**src/rtl/rs232_pkg.sv**
```systemverilog
// Shared RS232 definitions: parity modes, transmitter/receiver FSM states,
// baud divisor and parity helpers.
package rs232_pkg;

  localparam logic [1:0] PARITY_NONE = 2'd0;
  localparam logic [1:0] PARITY_ODD  = 2'd1;
  localparam logic [1:0] PARITY_EVEN = 2'd2;

  typedef enum logic [2:0] {
    IDLE  = 3'd0,
    START = 3'd1,
    DATA  = 3'd2,
    PAR   = 3'd3,
    STOP  = 3'd4
  } tx_state_e;

  // Rounded clock cycles per bit.
  function automatic int baud_count(input real clock_freq, input real baud_rate);
    return $rtoi(clock_freq / baud_rate + 0.5);
  endfunction

  function automatic logic parity_bit(input logic [7:0] data, input int data_bits,
                                      input logic [1:0] mode);
    logic x;
    x = 1'b0;
    for (int i = 0; i < 8; i++) begin
      if (i < data_bits) begin
        x = x ^ data[i];
      end
    end
    return (mode == PARITY_ODD) ? ~x : x;
  endfunction

endpackage

```
**src/rtl/rs232_baud_gen.sv**
```systemverilog
// Load/enable down-counter giving a one-cycle tick every BAUD_COUNT cycles;
// the count is held while disabled.
module rs232_baud_gen #(
  parameter int BAUD_COUNT = 10
) (
  input  logic clock,
  input  logic reset,
  input  logic load,
  input  logic enable,
  output logic tick
);

  localparam int CW = (BAUD_COUNT < 2) ? 1 : $clog2(BAUD_COUNT);
  localparam logic [CW-1:0] RELOAD = CW'(BAUD_COUNT - 1);

  logic [CW-1:0] cnt_r;

  // Bit-period down-counter.
  always_ff @(posedge clock) begin
    if (reset) begin
      cnt_r <= RELOAD;
    end else if (load) begin
      cnt_r <= RELOAD;
    end else if (enable) begin
      if (cnt_r == '0) begin
        cnt_r <= RELOAD;
      end else begin
        cnt_r <= cnt_r - CW'(1'b1);
      end
    end else begin
      cnt_r <= cnt_r;
    end
  end

  assign tick = enable && (cnt_r == '0);

endmodule

```
**src/rtl/axis_rs232_tx.sv**
```systemverilog
// AXI-stream to RS232 transmitter with inline FIFO.
// Define AXIS_RS232_TX_CTS_EN to gate frame starts on the synchronised ctsn_pin.
module axis_rs232_tx
  import rs232_pkg::*;
#(
  parameter real CLOCK_FREQ = 133000000.0,
  parameter real BAUD_RATE  = 115200.0,
  parameter int  DATA_BITS  = 8,
  parameter int  PARITY     = 0,
  parameter int  STOP_BITS  = 1,
  parameter int  FIFO_DEPTH = 16
) (
  input  logic       clock,
  input  logic       reset,
  input  logic [7:0] idata,
  input  logic       ivalid,
  output logic       iready,
  output logic       txd_pin,
  input  logic       ctsn_pin,
  output logic       busy
);

  localparam int BAUD_COUNT = baud_count(CLOCK_FREQ, BAUD_RATE);
  localparam int AW = (FIFO_DEPTH < 2) ? 1 : $clog2(FIFO_DEPTH);
  localparam logic [AW:0] FULL_COUNT = (AW+1)'(FIFO_DEPTH);
  localparam logic [2:0] LAST_DATA = 3'(DATA_BITS - 1);
  localparam logic [2:0] LAST_STOP = 3'(STOP_BITS - 1);
  localparam logic [1:0] PAR_MODE = 2'(PARITY);
  localparam logic [7:0] DATA_MASK = 8'hFF >> (8 - DATA_BITS);

  if (BAUD_COUNT < 2) begin : g_bad_baud
    $error("axis_rs232_tx: BAUD_COUNT must be at least 2");
  end
  if (DATA_BITS < 5 || DATA_BITS > 8) begin : g_bad_data_bits
    $error("axis_rs232_tx: DATA_BITS must be 5..8");
  end
  if (PARITY < 0 || PARITY > 2) begin : g_bad_parity
    $error("axis_rs232_tx: PARITY must be 0, 1 or 2");
  end
  if (STOP_BITS < 1 || STOP_BITS > 2) begin : g_bad_stop_bits
    $error("axis_rs232_tx: STOP_BITS must be 1 or 2");
  end
  if (FIFO_DEPTH < 2 || (FIFO_DEPTH & (FIFO_DEPTH - 1)) != 0) begin : g_bad_depth
    $error("axis_rs232_tx: FIFO_DEPTH must be a power of two, at least 2");
  end

  logic [7:0]  mem_r [FIFO_DEPTH];
  logic [AW-1:0] wr_ptr_r, rd_ptr_r;
  logic [AW:0] count_r, count_s;
  logic        iready_r, push_s, pop_s, empty_s;

  tx_state_e   state_r, state_s;
  logic        start_s, tick_s, cts_s, txd_s;
  logic [7:0]  head_s, shift_r;
  logic        par_r, txd_r, busy_r;
  logic [2:0]  bit_cnt_r;

  assign push_s  = ivalid && iready_r;
  assign pop_s   = start_s;
  assign empty_s = (count_r == '0);
  assign head_s  = mem_r[rd_ptr_r] & DATA_MASK;

`ifdef AXIS_RS232_TX_CTS_EN
  logic [1:0] ctsn_sync_r;

  // Two-flop synchroniser for the asynchronous clear-to-send pin.
  always_ff @(posedge clock) begin
    if (reset) begin
      ctsn_sync_r <= 2'b11;
    end else begin
      ctsn_sync_r <= {ctsn_sync_r[0], ctsn_pin};
    end
  end

  assign cts_s = ~ctsn_sync_r[1];
`else
  logic ctsn_unused_s;
  assign ctsn_unused_s = ctsn_pin;
  assign cts_s = 1'b1;
`endif

  // Occupancy after this cycle's push/pop.
  always_comb begin
    count_s = count_r;
    case ({push_s, pop_s})
      2'b10:   count_s = count_r + (AW+1)'(1'b1);
      2'b01:   count_s = count_r - (AW+1)'(1'b1);
      default: count_s = count_r;
    endcase
  end

  // FIFO storage.
  always_ff @(posedge clock) begin
    if (push_s) begin
      mem_r[wr_ptr_r] <= idata;
    end
  end

  // FIFO pointers, occupancy and registered ready.
  always_ff @(posedge clock) begin
    if (reset) begin
      wr_ptr_r <= '0;
      rd_ptr_r <= '0;
      count_r  <= '0;
      iready_r <= 1'b0;
    end else begin
      if (push_s) begin
        wr_ptr_r <= wr_ptr_r + AW'(1'b1);
      end
      if (pop_s) begin
        rd_ptr_r <= rd_ptr_r + AW'(1'b1);
      end
      count_r  <= count_s;
      iready_r <= (count_s != FULL_COUNT);
    end
  end

  rs232_baud_gen #(.BAUD_COUNT(BAUD_COUNT)) u_baud (
    .clock  (clock),
    .reset  (reset),
    .load   (start_s),
    .enable (state_r != IDLE),
    .tick   (tick_s)
  );

  // FSM state register.
  always_ff @(posedge clock) begin
    if (reset) begin
      state_r <= IDLE;
    end else begin
      state_r <= state_s;
    end
  end

  // Next state; leaving STOP may start the next frame directly.
  always_comb begin
    state_s = state_r;
    start_s = 1'b0;
    case (state_r)
      IDLE: begin
        if (!empty_s && cts_s) begin
          state_s = START;
          start_s = 1'b1;
        end else begin
          state_s = IDLE;
        end
      end
      START: begin
        if (tick_s) state_s = DATA;
        else        state_s = START;
      end
      DATA: begin
        if (tick_s && bit_cnt_r == LAST_DATA) begin
          state_s = (PAR_MODE != PARITY_NONE) ? PAR : STOP;
        end else begin
          state_s = DATA;
        end
      end
      PAR: begin
        if (tick_s) state_s = STOP;
        else        state_s = PAR;
      end
      STOP: begin
        if (tick_s && bit_cnt_r == LAST_STOP) begin
          if (!empty_s && cts_s) begin
            state_s = START;
            start_s = 1'b1;
          end else begin
            state_s = IDLE;
          end
        end else begin
          state_s = STOP;
        end
      end
      default: state_s = IDLE;
    endcase
  end

  // Frame datapath: byte/parity latch on start, shift and bit counting on ticks.
  always_ff @(posedge clock) begin
    if (reset) begin
      shift_r   <= 8'd0;
      par_r     <= 1'b0;
      bit_cnt_r <= 3'd0;
    end else if (start_s) begin
      shift_r   <= head_s;
      par_r     <= parity_bit(head_s, DATA_BITS, PAR_MODE);
      bit_cnt_r <= 3'd0;
    end else if (tick_s) begin
      case (state_r)
        DATA: begin
          shift_r   <= {1'b0, shift_r[7:1]};
          bit_cnt_r <= (bit_cnt_r == LAST_DATA) ? 3'd0 : bit_cnt_r + 3'd1;
        end
        STOP:    bit_cnt_r <= bit_cnt_r + 3'd1;
        default: bit_cnt_r <= bit_cnt_r;
      endcase
    end else begin
      bit_cnt_r <= bit_cnt_r;
    end
  end

  // Line level for the current state.
  always_comb begin
    txd_s = 1'b1;
    case (state_r)
      IDLE:    txd_s = 1'b1;
      START:   txd_s = 1'b0;
      DATA:    txd_s = shift_r[0];
      PAR:     txd_s = par_r;
      STOP:    txd_s = 1'b1;
      default: txd_s = 1'b1;
    endcase
  end

  // Registered line and busy outputs.
  always_ff @(posedge clock) begin
    if (reset) begin
      txd_r  <= 1'b1;
      busy_r <= 1'b0;
    end else begin
      txd_r  <= txd_s;
      busy_r <= !empty_s || (state_r != IDLE);
    end
  end

  assign iready  = iready_r;
  assign txd_pin = txd_r;
  assign busy    = busy_r;

endmodule

```
**config.mk**
```make
export PLATFORM = sky130hd
export DESIGN_NAME = axis_rs232_tx
export DESIGN_NICKNAME = d
export VERILOG_FILES = /design/src/rtl/rs232_pkg.sv /design/src/rtl/rs232_baud_gen.sv /design/src/rtl/axis_rs232_tx.sv
export SDC_FILE = /design/constraint.sdc
export NUM_CORES = 1
export LEC_CHECK = 0
export BUFFER_PORTS_ARGS = -buffer_cell sky130_fd_sc_hd__buf_2
export CORE_MARGIN = 3
export CORE_UTILIZATION = 65
export DETAILED_ROUTE_END_ITERATION = 6
export GPL_ROUTABILITY_DRIVEN = 0
export PLACE_DENSITY = 0.82
export SLEW_MARGIN = 20
export SYNTH_ARGS = -nofsm -noshare
export SYNTH_HDL_FRONTEND = slang
export SYNTH_HIERARCHICAL = 1
export SYNTH_SLANG_ARGS = --single-unit
```
**constraint.sdc**
```tcl
create_clock -name clock -period 6 [get_ports clock]
set_input_delay 0.3 -clock clock [delete_from_list [all_inputs] [get_ports clock]]
set_output_delay 0.3 -clock clock [all_outputs]
set_load 0.02 [all_outputs]
```
# Yosys cells after proc, flatten, opt, wreduce, memory -nomap -nowiden
# Memories as Yosys holds them, arrays and structs flattened. A register that Yosys moved wholly into a read port is not among the register bits.
# Cells that the tools add are included.
[op_classes]
n_reduce_logical = 17
add_sub_neg = 6
n_eq_ne = 8
n_bitwise = 7
n_mux = 35
[op_table]
columns = ["op", "n"]
rows = [
  ["$mux 8", 3],
  ["$mux 1", 19],
  ["$pmux 3 s5", 1],
  ["$mux 3", 4],
  ["$logic_not 11->1", 1],
  ["$mux 11", 1],
  ["$sub 11x1->11 const B", 1],
  ["$pmux 5 s2", 1],
  ["$add 4x1->4 const B", 2],
  ["$mux 4", 2],
  ["$xor 1x1->1", 7],
  ["$eq 3x2->1 const B", 2],
  ["$eq 3x3->1 const B", 2],
  ["$logic_not 3->1", 2],
  ["$pmux 3 s2", 1],
  ["$reduce_bool 2->1", 3],
  ["$add 5x1->5 const B", 1],
  ["$logic_not 5->1", 1],
  ["$ne 5x5->1 const B", 1],
  ["$sub 5x1->5 const B", 1],
  ["$logic_and 1x1->1", 4],
  ["$reduce_and 2->1", 2],
  ["$add 3x1->3 const B", 1],
  ["$eq 3x1->1 const B", 1],
  ["other kinds (9)", 9],
]
[totals]
ramBits = 128
memories = 1
regBits = 42
inputBits = 12
word_cells = 85
output_inout_bits = 3
[mem_list]
columns = ["name", "words", "width", "rd", "rd_ports_with_merged_regs", "write_ports", "line_no", "text"]
rows = [
  ["mem_r", 16, 8, 1, 1, 1, "axis_rs232_tx.sv:47", "logic [7:0] mem_r [FIFO_DEPTH];"],
]

# Depth between registers and ports, before layout
[depth]
ltp_word = 26
ltp_mapped = 18

# Cells and area by module
# The synthesis kept the hierarchy.
[by_module_without_submodules]
columns = ["mod", "n_inst", "area_per_inst_um2", "cells_each"]
rows = [
  ["axis_rs232_tx", 1, 6683.9, 419],
  ["rs232_baud_gen", 1, 570.5, 61],
]

# Worst setup path before layout
# No wires, ideal clock.
[synth_timing]
path_kind = "reg-to-reg"
startpoint = "register state_r[1]"
endpoint = "register iready_r (netlist: iready)"
path_stages_with_launch = 19
arrival_ps = 3996
path_slack_ps = 1864
setup_ps = 140
required_ps = 5860
cell_sequence = "dfxtp_1 > clkbuf_1 > nor3_1 > inv_1 > or3b_1 > nor4_1 > nand3b_1 > a211o_1 > or2_2 > clkbuf_1 > clkbuf_1 > inv_1 > ha_1 > nand2_1 > mux2_2 > a211oi_1 > a31oi_1 > xnor2_1 > a41oi_1"
[synth_via]
elab_chain_len = 8
[synth_lines]
columns = ["item", "line_no", "text"]
rows = [
  ["from (decl)", "axis_rs232_tx.sv:52", "tx_state_e state_r, state_s;"],
  ["from (signal assigned)", "axis_rs232_tx.sv:131", "state_r <= state_s;"],
  ["$reduce_bool 3->1 (*)", "axis_rs232_tx.sv:122", ".enable (state_r != IDLE),"],
  ["$logic_and 1x1->1 (*)", "rs232_baud_gen.sv:35", "assign tick = enable && (cnt_r == '0);"],
  ["via tick_s", "axis_rs232_tx.sv:53", "logic start_s, tick_s, cts_s, txd_s;"],
  ["$logic_and 1x1->1 (*)", "axis_rs232_tx.sv:164", "if (tick_s && bit_cnt_r == LAST_STOP) begin"],
  ["$mux 1 (*)", "axis_rs232_tx.sv:164", ""],
  ["$pmux 1 s2 (*)", "axis_rs232_tx.sv:139", "case (state_r)"],
  ["$eq 2x1->1 or $eq 2x2->1 (tied branches)", "axis_rs232_tx.sv:85", "case ({push_s, pop_s})"],
  ["$pmux 5 s2 (*)", "axis_rs232_tx.sv:85", ""],
  ["$ne 5x5->1 (*)", "axis_rs232_tx.sv:114", "iready_r <= (count_s != FULL_COUNT);"],
  ["to (signal assigned)", "axis_rs232_tx.sv:114", ""],
  ["to (decl)", "axis_rs232_tx.sv:50", "logic iready_r, push_s, pop_s, empty_s;"],
]
# Mark *: on every way through the listed nets, which the timed path passes. The rest lies on a longest branch.
# A chain may end at the register's enable or synchronous reset.

# Worst setup path after layout
# Ends and elaborated chain as after synthesis.

==> results.sh <==
export IMPL_outcome="complete, no violations"
export IMPL_slowest_delay_ns=0.73
export IMPL_fmax_ghz=0.2019
export IMPL_drtPass1Iterations=5
export IMPL_worst_slew_pin_transition_ns=0.9718
export IMPL_postSynthNetCount=504
export IMPL_antenna_left=0
export IMPL_dp_hpwl_um=8403
export IMPL_fin_crit_sh_pct=82.56
export IMPL_syn_inst=480
export IMPL_grt_overflow_total=0
export IMPL_start_util_pct=68.43
export IMPL_ioPinCount=15
export IMPL_dp_cells=606
export IMPL_grt_pass1_wl_um=21710
export IMPL_htree_levels=4
export IMPL_final_cell_area_um2=7936
export IMPL_slew_limit_headroom_pct=34.97
export IMPL_viasPerCell=6.475
export IMPL_layout_min_cycle_time_ns=4.954
export IMPL_coreArea_um2=10600
export IMPL_avgSynthCellArea_um2=15.11
export IMPL_final_util_pct=74.86
export IMPL_cts_buffers=17
export IMPL_path_cells="nor3_1 -> inv_1 -> or3b_1 -> nor4_1 -> nand3b_1 -> a211o_1 -> nor2_1 -> xor2_1 -> ha_1 -> a21oi_1 -> or4b_2 -> a21oi_1 -> a21oi_1 -> xnor2_1 -> a41oi_1"
export IMPL_crit_slowest_cell="nor4_1"
export IMPL_cts_resized=0
export IMPL_drt_iter0_markers=387
export IMPL_postCtsSetupBuffers=0
export IMPL_nFillCells=629
export IMPL_grt_pass1_vias=4139
export IMPL_cp_required_ns=6.38
export IMPL_dieHeight_um=111.6
export IMPL_grtUsageTotal_pct=22.74
export IMPL_final_cell_mix="edfxtp_1 (128), nor2_1 (52), dfxtp_1 (44), mux4_2 (23), nand2_1 (22)"
export IMPL_final_common_cell="edfxtp_1"
export IMPL_placedInstanceArea_um2=7381
export IMPL_syn2layout_area_growth_pct=9.400
export IMPL_r2r_start="state_r[1]"
export IMPL_clock_sinks=174
export IMPL_fin_nets=513
export IMPL_cap_violations=0
export IMPL_cp_start_kind="flop"
export IMPL_ys_ff_latch=174
export IMPL_dieWidth_um=111.6
export IMPL_path_buf_inv=1
export IMPL_rows=37
export IMPL_fin_skew_ns=0.01787
export IMPL_hold_violations=0
export IMPL_clockBufferDepth=2
export IMPL_drive_gt1_share_pct=16.53
export IMPL_min_delay_start="idata[7]"
export IMPL_grt_max_degree=37
export IMPL_vias=4131
export IMPL_tritoncts="done"
export IMPL_instances_no_fill=638
export IMPL_holdBufCountCts=0
export IMPL_hp_class="primary input to flop"
export IMPL_p_total_uw=3235
export IMPL_cp_arrival_ns=5.34
export IMPL_worst_ir_drop_vdd_uv=354.2
export IMPL_path_max_fanout=10
export IMPL_io_buffers=13
export IMPL_dieArea_um2=12460
export IMPL_insertion_delay_ns=0.55
export IMPL_routedWlPerCell_um=20.96
export IMPL_cts_root_buf="clkbuf_8"
export IMPL_finalSetupViolCount=0
export IMPL_cp_startpoint="state_r[1]"
export IMPL_synthesis_area_um2=7254
export IMPL_cpMostUsedCell="a21oi_1"
export IMPL_finalWirelength_um=13370
export IMPL_fin_tns_setup_ns=0
export IMPL_power_leakage_uw=0.002620
export IMPL_synth_async_sr_flop_share_pct=0
export IMPL_antenna_found_initial=0
export IMPL_antennaDiodeCount=0
export IMPL_synth_cell_type_count=53
export IMPL_crit_family="simple AND/OR/NAND/NOR gates"
export IMPL_synth_seq_area_share_pct=65.68
export IMPL_drc=0
export IMPL_rsz0062_at_grt="no"
export IMPL_crit_path_end_kind="flop"
export IMPL_drv_slew=0
export IMPL_worstSetupPathType="flop to flop"
export IMPL_synth_edf_count=128
export IMPL_r2r_slack_ns=1.05
export IMPL_synth_main_ff_cell="edfxtp_1"
export IMPL_ys_warn_count=6
export IMPL_path_clk_slew_ns=0.07
export IMPL_power_density_nw_per_um2=407.6
## state kept, by name (all words and copies together) (netlist names), 3 cells and up, named ones only
name / count
wr_ptr_r: 4
u_baud/cnt_r: 11
count_r: 5
state_r: 3
shift_r: 8
mem_r: 128
bit_cnt_r: 3
rd_ptr_r: 4
## final timing paths
check,endpoint,cells after the start
worst max-delay path,iready,15
worst min-delay path,mem_r[5][7],1
worst max register to register,iready,15
worst min register to register,u_baud/cnt_r[9],2
## power breakdown
group          internal (uW)  total (uW)  switching, uW
Combinational            341         768            427
Clock                    560        1030            474
Sequential              1370        1430           64.6
## metal layers
metal	part of all wire (%)	up-vias	track usage (%)
li1	-	1858	-
met1	41	2080	29.76
met2	50	161	37.05
met3	6.2	32	5.924
met4	2.5	0	8.597
met5	0	-	0
## area by class of cell
| type | count | area, um^2 | area share [%] |
|---|---|---|---|
| well taps | 136 | 170.2 | 2.144 |
| clock buffers | 18 | 417.9 | 5.266 |
| inverters | 12 | 45.04 | 0.5676 |
| multi-input cells | 266 | 2296 | 28.93 |
| flip-flops and latches | 174 | 4767 | 60.07 |
| clock inverters | 14 | 137.6 | 1.734 |
| repair buffers | 18 | 102.6 | 1.293 |
## worst register-to-register path, delay by kind of cell (launching register included)
kind | cells | cell delay [ns]
adders and majority gates | 1 | 0.20
xor gates and xnor gates | 2 | 0.29
and+or+nand+nor | 6 | 2.57
DFF | 1 | 0.50
AOI/OAI and AO/OA | 5 | 1.05
buffers and inverters | 1 | 0.20
## cells by family (layout without fill, tap and decap cells)
logic type | after synthesis | count (layout) | synth area share (%)
AOI/OAI and AO/OA | 63 | 63 | 6.399
xor gates and xnor gates | 23 | 23 | 2.777
adders and majority gates | 12 | 12 | 2.070
buffers and inverters | 40 | 62 | 2.673
DFF | 174 | 174 | 65.68
muxes | 43 | 43 | 11.94
and+or+nand+nor | 125 | 125 | 8.468
## per-stage QoR
step | hold slack [ns] | setup slack (ns)
floorplan | 0.3989 | 1.864
global placement | 0.4527 | 1.541
detailed placement | 0.4873 | 1.279
CTS | 0.1235 | 1.195
global route | 0.1362 | 0.8129
finish | 0.1373 | 1.046
## cells in the mapped netlist (all sizes together) (2+ instances only)
cell	n	share of area (%)
dfxtp	46	13
inv	12	0.62
a22oi	15	1.6
and2	2	0.17
a22o	3	0.36
mux2i	10	1.4
or3b	2	0.24
a211oi	9	1.0
nor4	4	0.34
or2	3	0.26
or4b	3	0.41
o31ai	4	0.41
ha	12	2.1
nor3b	2	0.21
xnor2	12	1.4
nor2b	3	0.26
nand2b	7	0.60
xor2	11	1.3
o31a	2	0.24
a21oi	15	1.0
edfxtp	128	53
nor3	10	0.69
nor2	52	2.7
buf	12	1.2
nand4	2	0.17
or3	5	0.43
or4	5	0.52
o21ai	3	0.21
nand2	22	1.1
a31oi	3	0.26
mux4	32	10
o41ai	2	0.45
clkbuf	16	0.83
Note: power is estimated with default switching activity, not from simulation.
